===== src/rtl/pipe_fft_dly_ctrl_if.sv =====
// Handshake and RAM-control bundle between a pipelined-FFT stage front end
// and its delay-line sequencer.
interface pipe_fft_dly_ctrl_if #(
    parameter int ADDR_W = 6
);
    logic              in_valid;
    logic              in_ready;
    logic              flush;
    logic              wEn;
    logic [ADDR_W-1:0] wAddr;
    logic [ADDR_W-1:0] rAddr;
    logic              wdata_zero;
    logic              rd_valid;
    logic              bfly_sel;
    logic [ADDR_W-1:0] fill_cnt;
    logic              busy;

    modport master (
        output in_valid, flush,
        input  in_ready, wEn, wAddr, rAddr, wdata_zero, rd_valid, bfly_sel, fill_cnt, busy
    );

    modport slave (
        input  in_valid, flush,
        output in_ready, wEn, wAddr, rAddr, wdata_zero, rd_valid, bfly_sel, fill_cnt, busy
    );
endinterface


===== src/rtl/pipe_fft_dly_ctrl.sv =====
// Delay-line sequencer: turns a dual-port RAM into a DELAY-sample, valid-qualified
// FIFO delay with SDF butterfly phase select and a zero-fill end-of-frame flush.
module pipe_fft_dly_ctrl #(
    parameter int ADDR_W = 6,
    parameter int DELAY  = 32,
    parameter int RD_LAT = 2
) (
    input  logic               clk,
    input  logic               nGrst,
    input  logic               clr,
    pipe_fft_dly_ctrl_if.slave bus
);
    localparam int DEPTH  = 1 << ADDR_W;
    localparam int PCNT_W = $clog2(2 * DELAY);

    generate
        if (DELAY < 1 || DELAY > DEPTH - 1) begin : gBadDelay
            $error("pipe_fft_dly_ctrl: DELAY must lie in 1..2**ADDR_W-1");
        end
        if (RD_LAT < 1 || RD_LAT > 4) begin : gBadLat
            $error("pipe_fft_dly_ctrl: RD_LAT must lie in 1..4");
        end
    endgenerate

    typedef enum logic [1:0] {IDLE, FILL, RUN, FLUSH} state_t;

    state_t            stateReg;
    state_t            stateNext;
    logic [ADDR_W-1:0] wPtrReg;
    logic [ADDR_W-1:0] fillCntReg;
    logic [ADDR_W-1:0] fCntReg;
    logic [PCNT_W-1:0] pCntReg;
    logic              vldSrReg [RD_LAT];

    logic inFlush;
    logic acc;
    logic stb;
    logic lineFull;
    logic fillDone;
    logic flushDone;

    always_comb begin
        inFlush   = (stateReg == FLUSH);
        acc       = bus.in_valid & ~inFlush;
        stb       = acc | inFlush;
        lineFull  = (fillCntReg == ADDR_W'(DELAY));
        fillDone  = (fillCntReg == ADDR_W'(DELAY - 1));
        flushDone = inFlush & (fCntReg == ADDR_W'(DELAY - 1));
    end

    always_ff @(posedge clk or negedge nGrst) begin
        if (!nGrst) begin
            stateReg <= IDLE;
        end else if (clr) begin
            stateReg <= IDLE;
        end else begin
            stateReg <= stateNext;
        end
    end

    // A sample arriving together with flush is still taken; the drain starts next cycle.
    always_comb begin
        stateNext = stateReg;
        case (stateReg)
            IDLE:    if (acc) stateNext = fillDone ? RUN : FILL;
            FILL: begin
                if (bus.flush)            stateNext = FLUSH;
                else if (acc && fillDone) stateNext = RUN;
            end
            RUN:     if (bus.flush) stateNext = FLUSH;
            FLUSH:   if (flushDone) stateNext = IDLE;
            default: stateNext = IDLE;
        endcase
    end

    always_comb begin
        bus.in_ready   = ~inFlush;
        bus.wEn        = stb;
        bus.wdata_zero = inFlush;
        bus.wAddr      = wPtrReg;
        bus.rAddr      = wPtrReg - ADDR_W'(DELAY);
        bus.bfly_sel   = (pCntReg >= PCNT_W'(DELAY));
        bus.fill_cnt   = fillCntReg;
        bus.busy       = (stateReg != IDLE);
        bus.rd_valid   = vldSrReg[RD_LAT-1];
    end

    // The write pointer keeps running across frames; only the fill and phase restart.
    always_ff @(posedge clk or negedge nGrst) begin
        if (!nGrst) begin
            wPtrReg    <= '0;
            fillCntReg <= '0;
            pCntReg    <= '0;
            fCntReg    <= '0;
        end else if (clr) begin
            wPtrReg    <= '0;
            fillCntReg <= '0;
            pCntReg    <= '0;
            fCntReg    <= '0;
        end else begin
            if (stb) begin
                wPtrReg <= wPtrReg + 1'b1;
                pCntReg <= (pCntReg == PCNT_W'(2 * DELAY - 1)) ? '0 : pCntReg + 1'b1;
                if (!lineFull) fillCntReg <= fillCntReg + 1'b1;
            end
            if (inFlush) fCntReg <= fCntReg + 1'b1;
            if (flushDone) begin
                fCntReg    <= '0;
                fillCntReg <= '0;
                pCntReg    <= '0;
            end
        end
    end

    // Valid tag travels alongside the RAM read pipeline so it lines up with rD.
    for (genvar gi = 0; gi < RD_LAT; gi++) begin : gVld
        if (gi == 0) begin : gHead
            always_ff @(posedge clk or negedge nGrst) begin
                if (!nGrst)     vldSrReg[gi] <= 1'b0;
                else if (clr)   vldSrReg[gi] <= 1'b0;
                else            vldSrReg[gi] <= stb & lineFull;
            end
        end else begin : gTail
            always_ff @(posedge clk or negedge nGrst) begin
                if (!nGrst)     vldSrReg[gi] <= 1'b0;
                else if (clr)   vldSrReg[gi] <= 1'b0;
                else            vldSrReg[gi] <= vldSrReg[gi-1];
            end
        end
    end
endmodule

===== src/flat_wrapper.sv =====
// flat-port wrapper written by rule: the top's interface ports become plain ports
module pipe_fft_dly_ctrl_flat 
#(
    parameter int ADDR_W = 6,
    parameter int DELAY  = 32,
    parameter int RD_LAT = 2
)
  (clk, nGrst, clr, bus_in_valid, bus_flush, bus_in_ready, bus_wEn, bus_wAddr, bus_rAddr, bus_wdata_zero, bus_rd_valid, bus_bfly_sel, bus_fill_cnt, bus_busy);
  pipe_fft_dly_ctrl_if #(.ADDR_W(ADDR_W)) bus_i ();
  input  logic clk;
  input  logic nGrst;
  input  logic clr;
  input wire logic [$bits(bus_i.in_valid)-1:0] bus_in_valid;
  input wire logic [$bits(bus_i.flush)-1:0] bus_flush;
  output wire logic [$bits(bus_i.in_ready)-1:0] bus_in_ready;
  output wire logic [$bits(bus_i.wEn)-1:0] bus_wEn;
  output wire logic [$bits(bus_i.wAddr)-1:0] bus_wAddr;
  output wire logic [$bits(bus_i.rAddr)-1:0] bus_rAddr;
  output wire logic [$bits(bus_i.wdata_zero)-1:0] bus_wdata_zero;
  output wire logic [$bits(bus_i.rd_valid)-1:0] bus_rd_valid;
  output wire logic [$bits(bus_i.bfly_sel)-1:0] bus_bfly_sel;
  output wire logic [$bits(bus_i.fill_cnt)-1:0] bus_fill_cnt;
  output wire logic [$bits(bus_i.busy)-1:0] bus_busy;
  assign bus_i.in_valid = bus_in_valid;
  assign bus_i.flush = bus_flush;
  assign bus_in_ready = bus_i.in_ready;
  assign bus_wEn = bus_i.wEn;
  assign bus_wAddr = bus_i.wAddr;
  assign bus_rAddr = bus_i.rAddr;
  assign bus_wdata_zero = bus_i.wdata_zero;
  assign bus_rd_valid = bus_i.rd_valid;
  assign bus_bfly_sel = bus_i.bfly_sel;
  assign bus_fill_cnt = bus_i.fill_cnt;
  assign bus_busy = bus_i.busy;
  pipe_fft_dly_ctrl #(.ADDR_W(ADDR_W), .DELAY(DELAY), .RD_LAT(RD_LAT)) u_core (.clk(clk), .nGrst(nGrst), .clr(clr), .bus(bus_i));
endmodule

===== config.mk =====
export PLATFORM = sky130hd
export DESIGN_NAME = pipe_fft_dly_ctrl_flat
export DESIGN_NICKNAME = d
export VERILOG_FILES = /design/src/rtl/pipe_fft_dly_ctrl_if.sv /design/src/rtl/pipe_fft_dly_ctrl.sv /design/src/flat_wrapper.sv
export SDC_FILE = /design/constraint.sdc
export NUM_CORES = 1
export LEC_CHECK = 0
export CAP_MARGIN = 10
export CORE_UTILIZATION = 30
export CTS_BUF_LIST = sky130_fd_sc_hd__clkbuf_2
export DETAILED_ROUTE_END_ITERATION = 6
export SYNTH_ARGS = -nofsm -noshare
export SYNTH_HDL_FRONTEND = slang
export SYNTH_SLANG_ARGS = --single-unit

===== constraint.sdc =====
create_clock -name clk -period 2.1 [get_ports clk]
set_input_delay 0.21 -clock clk [delete_from_list [all_inputs] [get_ports clk]]
set_output_delay 0.21 -clock clk [all_outputs]
set_load 0.005 [all_outputs]

==> results of run 1 <==
## worst min path at each step
stage / to / slack (ps) / depth (start not counted) / startpoint
after floorplan: u_core.bus.fill_cnt[0] / -90 / 0 / nGrst
after global placement: u_core.bus.rd_valid / 450 / 1 / u_core.vldSrReg[1]
after detailed placement: u_core.bus.rd_valid / 450 / 1 / u_core.vldSrReg[1]
after CTS: u_core.fCntReg[0] / 170 / 2 / nGrst
after global routing: u_core.fCntReg[4] / 160 / 2 / nGrst
final: u_core.fCntReg[0] / 170 / 2 / nGrst
## registers in the layout, indices dropped and copies added, names as in the netlist
signal and count:
u_core.stateReg 2, u_core.vldSrReg 1, u_core.bus.fill_cnt 6, u_core.fCntReg 6
u_core.bus.wAddr 6, u_core.bus.rd_valid 1, u_core.pCntReg 6
## synth_stat cells (3+ instances only)
cell type,number
dfrtp_1,28
nor2_1,17
nand2_1,12
ha_1,11
inv_1,10
a21oi_1,8
xnor2_1,7
xor2_1,7
buf_4,5
nand4_1,4
nand3_1,3
nor3_1,3
o21ai_0,3
## metrics by stage
| step | cell area, um2 | instances |
|---|---|---|
| 2_1_floorplan | 1640 | 165 |
| 3_3_place_gp | 1960 | 255 |
| 3_5_place_dp | 1960 | 255 |
| 4_1_cts | 2030 | 260 |
| 5_1_grt | 2050 | 262 |
| 6_report | 2050 | 262 |
## layout make-up
class,count,area [um2],area share
Inverter,12,47.5,0.0232
Clock buffer,3,15.0,0.00733
Timing Repair Buffer,34,325,0.159
Sequential cell,28,703,0.344
Clock inverter,1,30.0,0.0147
Multi-Input combinational cell,114,838,0.410
Tap cell,70,87.6,0.0428
## layer usage
metal	global-route usage	wire length [um]	up-vias
li1	-	-	611
met1	0.169	1580	584
met2	0.206	1570	19
met3	0.0251	103	2
met4	0.0173	20	0
met5	0	0	-
## power breakdown
part | leakage [nW] | internal [mW] | switching, mW
sequential | 0.382 | 0.580 | 0.0545
combinational | 0.438 | 0.230 | 0.194
clock | 0.0266 | 0.164 | 0.160
total | 0.847 | 0.974 | 0.409
## logic make-up after synthesis
kind of cell    Yosys count  synth area share
fa+ha+maj                11            0.0837
simple gates             61             0.212
xor+xnor                 14            0.0746
flops                    28             0.426
mux                       4            0.0304
compound gates           24             0.101
buf+inv                  23            0.0715
## repair_timing
action	4_1_cts	5_1_grt
endpoints found under the hold margin	0	0
setup endpoints to repair	3	2
cloned	0	0
setup buffers	1	2
pin swaps	2	0
resized for setup	2	2
==> metrics.yaml, run 1 <==
setup_path:
  critical_path.top_delay_family: "buffers and inverters"
  cp.arrival_ps: 1740
  rrSetupSlack_ps: 300
  cp-endpoint: "bus_busy"
  path_cells: "inv_1 > ha_1 > inv_1 > clkdlybuf4s50_1"
  cp.buffers_inverters: 3
  crit_path_end_kind: "primary output"
  cp_slowest_stage_delay_ps: 490
  cp-startpoint: "u_core.stateReg[0]"
  crit_path_frequent_cell: "inv_1"
  start_kind: "flop"
  r2r_cells: 6
  rr_startpoint: "u_core.stateReg[0]"
  cpMaxStageDelayCell: "clkdlybuf4s50_1"
  worstSetupPathType: "reg2out"
  cp_data_required_time_ps: 1890
  worstPathMaxFanout: 4
  r2r-end: "u_core.stateReg[1]"
  cp.depth: 4
timing:
  setup_viol: 0
  min_period_ps: 1950
  worst_pin_slew_ps: 366
  fmaxAchievable_mhz: 514
  fin_crit_sh: 0.927
  fin_worst_skew_ps: 19.8
  max-slew-margin-rel: 0.753
  final_hold_viol_count: 0
  finalMaxSlewViolations: 0
  rsz0062_at_grt: "false"
  fin_tns_setup_ps: 0
  hold_ws_ps: 166
  setup_ws_ps: 154
die:
  dieArea_um2: 5780
  core-area_um2: 5200
  start_util: 0.316
  io_pins: 29
  die_y_um: 76.0
  num_rows: 26
  die_w_um: 76.0
yosys:
  yosys_warnings: 0
  postSynth.asyncResetShare: 1.00
  syn_nets: 181
  yosysUniqueCellTypes: 48
  synth_ff_type: "dfrtp_1"
  synth_area_per_cell_um2: 9.96
  yosysSeqAreaShare: 0.426
  synth_area_um2: 1640
  synth_edf_count: 0
  synth_area_leaders: "dfrtp_1 43%, ha_1 8.4%, nor2_1 3.9%"
  ys_ff_latch: 28
  synth_top_area_share: 0.426
  syn_inst: 165
  yosysTopAreaCell: "dfrtp_1"
power_and_ir_drop:
  ir_drop_uv: 305
  power.density_nw_per_um2: 675
  power_mw: 1.38
  leakagePower_nw: 0.847
job:
  max_cap_viol_count: 0
global_routing:
  antenna_found_initial: 0
  grt_pass1_wl_um: 5790
  grt_pass1_vias: 1187
  overflow: 0
  grtUsageTotal: 0.123
  grt_max_degree: 29
clock_network:
  root_buffer: "clkbuf_2"
  clock_path_buffers: 2
  insertion_delay_ps: 370
  cts.htree.levels: 1
  clk_pin_slew_ps: 270
  clock-sinks: 28
  cts_tree: "done"
  cts_buffers: 3
  cts_hold_buf: 0
outcome:
  outcome: "finished, final reports clean"
detailed_routing:
  routed_wl_um: 3280
  drtPass1Iterations: 4
  first_iter_violations: 79
  vias: 1216
  wl_per_cell_um: 12.5
  avgViaCountPerCell: 4.64
  drc: 0
  drtAntennaViolNets: 0
finish:
  layout-drive-gt1-share: 0.141
  final_common_cell: "clkdlybuf4s50_1"
  mostFrequentLayoutCells: "28 x clkdlybuf4s50_1, 26 x dfrtp_1, 17 x nor2_1, 12 x nand2_1"
  n_antenna_cell: 0
  synthToLayoutAreaGrowth_pct: 24.5
  layout.nets: 209
  fillCellCount: 546
  final_util: 0.393
placed_design:
  place_ws_ps: 183
  dp_hpwl_um: 2460
  portBuffers: 28
  gp_congestion: 0.775
worst_hold_path:
  holdCritPathClass: "in2async"
Note: power is estimated with default switching activity, not from simulation.
==> inputs of run 2 (changes only) <==
--- a/config.mk
+++ b/config.mk
@@ -5,6 +5,7 @@
 export SDC_FILE = /design/constraint.sdc
 export NUM_CORES = 1
 export LEC_CHECK = 0
+export ABC_CLOCK_PERIOD_IN_PS = 2100
 export CAP_MARGIN = 10
 export CORE_UTILIZATION = 30
 export CTS_BUF_LIST = sky130_fd_sc_hd__clkbuf_2
==> results of run 2 <==
Same layout as run 1: the final DEF is identical, and so are final timing and power.
==> inputs of run 3 (changes only) <==
--- a/config.mk
+++ b/config.mk
@@ -5,7 +5,6 @@
 export SDC_FILE = /design/constraint.sdc
 export NUM_CORES = 1
 export LEC_CHECK = 0
-export ABC_CLOCK_PERIOD_IN_PS = 2100
 export CAP_MARGIN = 10
 export CORE_UTILIZATION = 30
 export CTS_BUF_LIST = sky130_fd_sc_hd__clkbuf_2
==> results of run 3 <==
Same layout as run 1: the final DEF is identical, and so are final timing and power.
